### config.mk
export PLATFORM = sky130hd
export DESIGN_NAME = icache_dm
export DESIGN_NICKNAME = d
export VERILOG_FILES = /design/src/rtl/icache_dm.sv
export SDC_FILE = /design/constraint.sdc
export NUM_CORES = 1
export LEC_CHECK = 0
export BUFFER_PORTS_ARGS = -buffer_cell sky130_fd_sc_hd__buf_2
export CAP_MARGIN = 20
export CORE_MARGIN = 2
export CORE_UTILIZATION = 55
export CTS_BUF_LIST = sky130_fd_sc_hd__clkbuf_2 sky130_fd_sc_hd__clkbuf_4 sky130_fd_sc_hd__clkbuf_8
export CTS_CLUSTER_SIZE = 20
export DETAILED_ROUTE_END_ITERATION = 16
export PLACE_DENSITY = 0.74
export SYNTH_ARGS = -nofsm -noshare
export SYNTH_HDL_FRONTEND = slang
export SYNTH_SLANG_ARGS = --single-unit
### constraint.sdc
create_clock -name clk -period 13.4 [get_ports clk]
set_clock_uncertainty 0.15 [all_clocks]
set_input_delay 0 -clock clk [delete_from_list [all_inputs] [get_ports clk]]
set_output_delay 0 -clock clk [all_outputs]
set_load 0.01 [all_outputs]
### src/rtl/icache_dm.sv
// Direct-mapped read-only instruction cache: zero-latency hits, 4-word line refill on miss.
// Optional hit/miss counters are enabled by defining ICACHE_PERF_CNT_EN.
module icache_dm #(
  parameter int unsigned NUM_BLOCKS = 8
) (
  input  logic          clk,
  input  logic          rst,
  input  logic          proc_read,
  input  logic          proc_write,
  input  logic [29:0]   proc_addr,
  input  logic [31:0]   proc_wdata,
  output logic [31:0]   proc_rdata,
  output logic          proc_stall,
  output logic          mem_read,
  output logic          mem_write,
  output logic [27:0]   mem_addr,
  output logic [127:0]  mem_wdata,
  input  logic [127:0]  mem_rdata,
  input  logic          mem_ready
`ifdef ICACHE_PERF_CNT_EN
  ,
  output logic [31:0]   hit_cnt,
  output logic [31:0]   miss_cnt
`endif
);

  localparam int unsigned IDX_W  = $clog2(NUM_BLOCKS);
  localparam int unsigned TAG_W  = 28 - IDX_W;
  localparam int unsigned LINE_W = 128;
  localparam int unsigned WORD_W = 32;

  typedef enum logic {IDLE, FETCH} state_t;

  typedef struct packed {
    logic [TAG_W-1:0] tag;
    logic [IDX_W-1:0] idx;
  } line_addr_t;

  state_t     state_q, state_d;
  line_addr_t req_line;
  line_addr_t miss_line_q;
  logic [1:0] req_off;

  logic [NUM_BLOCKS-1:0] valid_q;
  logic [TAG_W-1:0]      tag_q  [NUM_BLOCKS];
  logic [LINE_W-1:0]     data_q [NUM_BLOCKS];

  logic hit;
  logic miss_ld;
  logic fill_en;

  assign req_line = line_addr_t'(proc_addr[29:2]);
  assign req_off  = proc_addr[1:0];

  assign hit        = proc_read && valid_q[req_line.idx] && (tag_q[req_line.idx] == req_line.tag);
  assign proc_rdata = data_q[req_line.idx][{req_off, 5'd0} +: WORD_W];

  // Memory side: request driven purely from registered state.
  assign mem_read  = (state_q == FETCH);
  assign mem_addr  = 28'(miss_line_q);
  assign mem_write = 1'b0;
  assign mem_wdata = '0;

  logic unused_ok;
  assign unused_ok = ^{proc_write, proc_wdata};

  always_ff @(posedge clk) begin
    if (rst) begin
      state_q <= IDLE;
    end else begin
      state_q <= state_d;
    end
  end

  always_comb begin
    state_d    = state_q;
    proc_stall = 1'b0;
    miss_ld    = 1'b0;
    fill_en    = 1'b0;
    case (state_q)
      IDLE: begin
        if (proc_read && !hit) begin
          proc_stall = 1'b1;
          miss_ld    = 1'b1;
          state_d    = FETCH;
        end
      end
      FETCH: begin
        proc_stall = 1'b1;
        if (mem_ready) begin
          fill_en = 1'b1;
          state_d = IDLE;
        end
      end
      default: begin
        state_d = IDLE;
      end
    endcase
  end

  // Miss address is held for the whole refill even if the PC is redirected.
  always_ff @(posedge clk) begin
    if (rst) begin
      miss_line_q <= '0;
    end else if (miss_ld) begin
      miss_line_q <= req_line;
    end
  end

  always_ff @(posedge clk) begin
    if (rst) begin
      valid_q <= '0;
    end else if (fill_en) begin
      valid_q[miss_line_q.idx] <= 1'b1;
    end
  end

  // Tag/data have no reset; a refill landing in a reset cycle is dropped.
  always_ff @(posedge clk) begin
    if (fill_en && !rst) begin
      tag_q[miss_line_q.idx]  <= miss_line_q.tag;
      data_q[miss_line_q.idx] <= mem_rdata;
    end
  end

`ifdef ICACHE_PERF_CNT_EN
  always_ff @(posedge clk) begin
    if (rst) begin
      hit_cnt  <= '0;
      miss_cnt <= '0;
    end else begin
      if ((state_q == IDLE) && hit) begin
        hit_cnt <= hit_cnt + 32'd1;
      end
      if (miss_ld) begin
        miss_cnt <= miss_cnt + 32'd1;
      end
    end
  end
`endif

endmodule

==> results of run 1 <==
metrics by stage:
stage	setup slack (ns)	total power [uW]	util (%)	cell area [um^2]
6_report	8.35	7930	66.2	58500
2_1_floorplan	1.40	4730	-	49500
5_1_grt	8.04	8200	66.2	58500
3_3_place_gp	8.06	4840	57.7	51000
4_1_cts	8.35	7990	66.1	58400
3_5_place_dp	8.00	4850	57.7	51000
sequential cells by signal, summed over array words and instances, names as in the netlist:
register  cells
data_q     1024
tag_q       200
mem_addr     28
valid_q       8
mem_read      1
report_power, final:
group | switching [uW] | internal, uW | total [uW]
sequential | 17.8 | 4350 | 4370
clock | 1410 | 1640 | 3060
combinational | 253 | 247 | 500
total | 1680 | 6240 | 7930
cells in the final DEF (no fill, tap or decap), types with 7 or more instances in the layout:
cell	Yosys	layout
dlygate4sd3_1	0	367
clkbuf_8	0	199
mux2i_1	92	92
mux2_2	33	33
clkinv_2	0	15
buf_2	34	219
mux4_2	346	346
a21o_1	9	9
a22oi_1	20	20
edfxtp_1	1224	1224
clkinv_1	0	44
buf_12	0	7
dfxtp_1	37	37
buf_4	137	26
nand2_1	58	58
a21oi_1	10	10
xor2_1	13	13
clkbuf_4	0	76
conb_1	1	129
and3_1	10	10
tightest hold or removal path, delay by kind of cell:
family | cells | cell delay (ns)
AOI/OAI and AO/OA | 1 | 0.13
buffers and inverters | 2 | 0.67
muxes | 1 | 0.14
and+or+nand+nor | 1 | 0.12
per-layer routing:
layer | global-route usage, % | vias up | routed length (um)
met5 | 0 | - | 114
met4 | 8.53 | 16 | 3010
met3 | 5.09 | 225 | 7260
met2 | 40.7 | 952 | 55900
met1 | 29.3 | 12567 | 39700
li1 | - | 10204 | -
layout make-up:
| cell class | instances | share of cell area (%) |
|---|---|---|
| Tap cell | 1165 | 2.49 |
| Clock buffer | 275 | 5.66 |
| Antenna cell | 6 | 0.0257 |
| Multi-Input combinational cell | 765 | 18.1 |
| Clock inverter | 73 | 0.734 |
| Timing Repair Buffer | 624 | 8.89 |
| Inverter | 1 | 0.00642 |
| Sequential cell | 1261 | 64.1 |
cells by family after synthesis:
logic type             after synthesis  share of synthesized area [%]
AND/OR/NAND/NOR                     97                          0.912
multiplexers                       471                           18.5
AO/OA/AOI/OAI                       54                          0.774
other                                1                        0.00765
buffers and inverters              233                           3.00
flip-flops                        1261                           76.5
XOR/XNOR                            14                          0.250
cells in the mapped netlist (2+ instances only):
| cell | instances | area (um^2) |
|---|---|---|
| a21o_1 | 9 | 67.6 |
| a21oi_1 | 10 | 50.1 |
| a221oi_1 | 2 | 17.5 |
| a22o_1 | 4 | 35.0 |
| a22oi_1 | 20 | 150 |
| and2_1 | 2 | 12.5 |
| and3_1 | 10 | 62.6 |
| buf_1 | 23 | 86.3 |
| buf_2 | 34 | 170 |
| buf_4 | 137 | 1030 |
| buf_6 | 5 | 56.3 |
| clkbuf_1 | 33 | 124 |
| dfxtp_1 | 37 | 741 |
| edfxtp_1 | 1224 | 36800 |
| mux2_2 | 33 | 372 |
| mux2i_1 | 92 | 921 |
| mux4_2 | 346 | 7790 |
| nand2_1 | 58 | 218 |
| nand2b_1 | 3 | 18.8 |
| nand4_1 | 3 | 18.8 |
| nor2_1 | 8 | 30.0 |
| nor2b_1 | 5 | 31.3 |
| nor3_1 | 2 | 10.0 |
| nor4_1 | 2 | 12.5 |
| o211ai_1 | 2 | 15.0 |
| o22ai_1 | 4 | 25.0 |
| xor2_1 | 13 | 114 |
worst max-delay path by stage:
stage,start,to,slack (ns),cells past startpoint
2_1_floorplan,mem_read$_SDFF_PP0_,data_q[0][0]$_DFFE_PP_,1.40,2
3_3_place_gp,rst,data_q[2][99]$_DFFE_PP_,8.06,7
3_5_place_dp,rst,data_q[2][99]$_DFFE_PP_,8.00,7
4_1_cts,rst,data_q[2][112]$_DFFE_PP_,8.35,8
5_1_grt,proc_addr[4],mem_addr[16]$_SDFFE_PP0P_,8.04,12
6_report,proc_addr[2],mem_addr[7]$_SDFFE_PP0P_,8.35,12
==> results.yml, run 1 <==
status:
  outcome: "finished, final reports clean"
die:
  start_util_pct: 55.4
  fp-row-count: 109
  core_area_um2: 88400
  die_x_um: 302
  dieArea_um2: 91500
  io_pins: 386
  die_h_um: 302
worst_setup_path:
  start_kind: "input pin"
  cp.arrival_ns: 5.67
  cp_num_buf_inv: 5
  timing.rr.end: "data_q[2][112]$_DFFE_PP_"
  required_ns: 14.02
  cpPeakStageDelay_ns: 0.88
  rr_worst_depth: 5
  crit_type: "input pin to register"
  cp_max_fo: 105
  cp-end-kind: "register"
  reg2reg_slack_ns: 8.73
  crit_family: "buffers and inverters"
  r2r-start: "mem_read$_SDFF_PP0_"
  crit_path_cell_trace: "buf_8 -> buf_12 -> buf_4 -> mux4_2 -> mux2i_1 -> xor2_1 -> nand4_1 -> nor4_2 -> a31oi_4 -> buf_4 -> mux2i_1 -> dlygate4sd3_1"
  cp_slowest_cell: "buf_4"
route:
  viasPerCell: 5.75
  drtPass1Iterations: 5
  routed-via-count: 23964
  ant_nets: 0
  drt_iter0_drc: 2198
  wl_mm: 106
  drc: 0
  wl_per_cell_um: 25.4
global_routing:
  first_global_vias: 25633
  antenna_found_initial: 14
  grt_pass1_wl_mm: 157
  track_usage_pct: 23.4
  gr-total-overflow: 0
  grt_max_degree: 130
synth:
  yosys_most_used_dff: "edfxtp_1"
  synth_seq_cells: 1261
  syn-cell-area_um2: 49000
  yosys.cell_types.count: 37
  synth_seq_area_share_pct: 76.5
  syn-instance-count: 2131
  async_flop_share_pct: 0
  synth_enable_flop_cells: 1224
  syn_avg_cell_area_um2: 23.0
  yosysWarnings: 0
power_and_ir_drop:
  ir_drop_uv: 124
  pwr_density_cell_nw_per_um2: 135
  leakagePower_uw: 0.0198
timing:
  worst_pin_slew_ns: 1.12
  finalSetupViolCount: 0
  period_minus_slack_ns: 5.05
  fin_crit_sh_pct: 37.7
  final-hold-violation-count: 0
  relSlewSlack_pct: 25.7
  setup-tns-final_ns: 0
  slew_viol_final: 0
  rsz0062_at_grt: "no"
  clock.fmax_mhz: 198
  whs_ns: 0.124
worst_hold_path:
  min_to: "mem_addr[21]$_SDFFE_PP0P_"
  holdPathStages: 5
  min_from: "proc_read"
  hold_path.class: "input pin to register"
layout:
  finalNonFillerCells: 4170
  final_layout_size_suffix_gt1_share_pct: 31.7
  multi_input_area_um2: 10600
  area_growth_pct: 19.4
  register_area_um2: 37500
  layout.nets: 3040
  nFillCells: 5578
cts:
  root_buffer: "clkbuf_8"
  cts.reportedPaths.clkPinSlew_ns: 0.07
  cts_buffers: 192
  cts_setup_buffers: 0
  worstSkewPairLatency_ns: 0.84
  post_cts_resized: 0
  cts.sinks: 1261
  h-tree-depth: 4
  clock_path_buffers: 3
  cts_hold_buf: 367
  cts_tree: "done"
placement:
  port_buffers: 223
  dp_cells: 3445
  place.gp.congestion: 0.742
  dp_hpwl_mm: 55.0
run:
  maxCapViolCount: 0
Power figures use the tool's default switching activity.
==> run 2, diff against run 1 <==
==> constraint.sdc (replaced) <==
create_clock -name clk -period 4.9 [get_ports clk]
set_clock_uncertainty 0.15 [all_clocks]
set_input_delay 0 -clock clk [delete_from_list [all_inputs] [get_ports clk]]
set_output_delay 0 -clock clk [all_outputs]
set_load 0.01 [all_outputs]
==> results.yml, run 2 (synthesis results as in run 1) <==
route:
  ant_nets: 0
  routed-via-count: 23927
  wl_mm: 106
  viasPerCell: 5.73
  drc: 0
  drtPass1Iterations: 7
  wl_per_cell_um: 25.3
  drt_iter0_drc: 2173
cts:
  cts_tree: "done"
  clock_path_buffers: 3
  post_cts_resized: 0
  cts.sinks: 1261
  worstSkewPairLatency_ns: 0.82
  cts_buffers: 191
  cts_setup_buffers: 0
  cts_hold_buf: 370
  h-tree-depth: 4
  root_buffer: "clkbuf_8"
layout:
  mostFrequentLayoutCells: "edfxtp_1, dlygate4sd3_1, mux4_2"
  layout.nets: 3048
  mostFrequentLayoutCell: "edfxtp_1"
  final_layout_size_suffix_gt1_share_pct: 31.3
  final_area_um2: 58500
  fin_util_pct: 66.3
  largest_reg_flops: 1024
  regMostFlops: "data_q"
  area_growth_pct: 19.5
  finalNonFillerCells: 4173
global_routing:
  grt_max_degree: 98
  track_usage_pct: 23.4
  antenna_found_initial: 17
  grt_pass1_wl_mm: 158
  first_global_vias: 25810
  gr-total-overflow: 0
run:
  maxCapViolCount: 0
die:
  core_area_um2: 88400
  die_h_um: 302
  io_pins: 386
  dieArea_um2: 91500
  fp-row-count: 109
  start_util_pct: 55.4
  die_x_um: 302
timing:
  finalSetupViolCount: 0
  fin_crit_sh_pct: 88.3
  period_minus_slack_ns: 4.33
  slew_viol_final: 0
  whs_ns: 0.164
  clock.fmax_mhz: 231
  worst_pin_slew_ns: 1.09
  rsz0062_at_grt: "no"
  relSlewSlack_pct: 27.5
  setup_slack_ns: 0.573
  final-hold-violation-count: 0
placement:
  pre_cts_slack_ns: 1.12
  dp_hpwl_mm: 55.0
  port_buffers: 223
  dpl_cell_area_um2: 51200
  place.gp.congestion: 0.765
  dp_cells: 3455
power_and_ir_drop:
  pwr_density_cell_nw_per_um2: 367
  ir_drop_uv: 271
  leakagePower_uw: 0.0198
worst_setup_path:
  required_ns: 4.75
  cp_max_fo: 72
  cp-end-kind: "primary output"
  rr_worst_depth: 9
  crit_type: "input pin to primary output"
  cp.arrival_ns: 4.18
  start_kind: "input pin"
status:
  outcome: "finished, final reports clean"
worst_hold_path:
  holdPathStages: 3
  hold_path.class: "input pin to primary output"
run 2: changes by cell type in the layout (fill, tap and decap cells not counted), sizes merged:
cell	change
buf	+6
bufinv	-1
clkbuf	-20
clkinv	+11
diode	+5
dlygate4sd3	+3
inv	-1
run 2: critical path, cell delays in order:
cell and delay [ns]:
dlygate4sd3_1 0.56, buf_8 0.50, buf_4 0.71, buf_4 0.83
mux4_2 0.41, mux4_2 0.56, mux2_2 0.29, buf_2 0.17
run 2: area by class of cell:
class / count / area, um^2
Inverter: 1 / 3.75
Sequential cell: 1261 / 37500
Clock inverter: 82 / 450
Multi-Input combinational cell: 765 / 10600
Fill cell: 5574 / 29800
Tap cell: 1165 / 1460
Timing Repair Buffer: 633 / 5360
Antenna cell: 11 / 27.5
Clock buffer: 255 / 3150
run 2: power by group:
part | internal [uW] | switching, uW
logic | 678 | 689
clock network | 4270 | 3880
registers | 11900 | 51.1
total | 16800 | 4620
run 2: path summary, 6_finish.rpt:
kind / from / slack (ns) / end
worst max-delay path: proc_addr[3] / 0.57 / proc_rdata[14]
worst min-delay path: proc_read / 0.16 / proc_stall
worst max register to register: tag_q[3][22]$_DFFE_PP_ / 0.89 / mem_addr[9]$_SDFFE_PP0P_
worst min register to register: valid_q[3]$_SDFFE_PP0P_ / 0.30 / valid_q[3]$_SDFFE_PP0P_
run 2: metrics by stage:
| step | TNS, ns | total power [uW] |
|---|---|---|
| after global routing | 0 | 22200 |
| final | 0 | 21500 |
| after floorplan | -368.44 | 12900 |
| after CTS | 0 | 21600 |
| after detailed placement | 0 | 13300 |
| after global placement | 0 | 13200 |
run 2: layer usage:
metal	track usage, %	routed length [um]	vias to the layer above
met5	0	54	-
met3	4.69	6850	231
met2	40.6	56000	892
met1	29.6	39800	12584
li1	-	-	10210
met4	8.30	2910	10
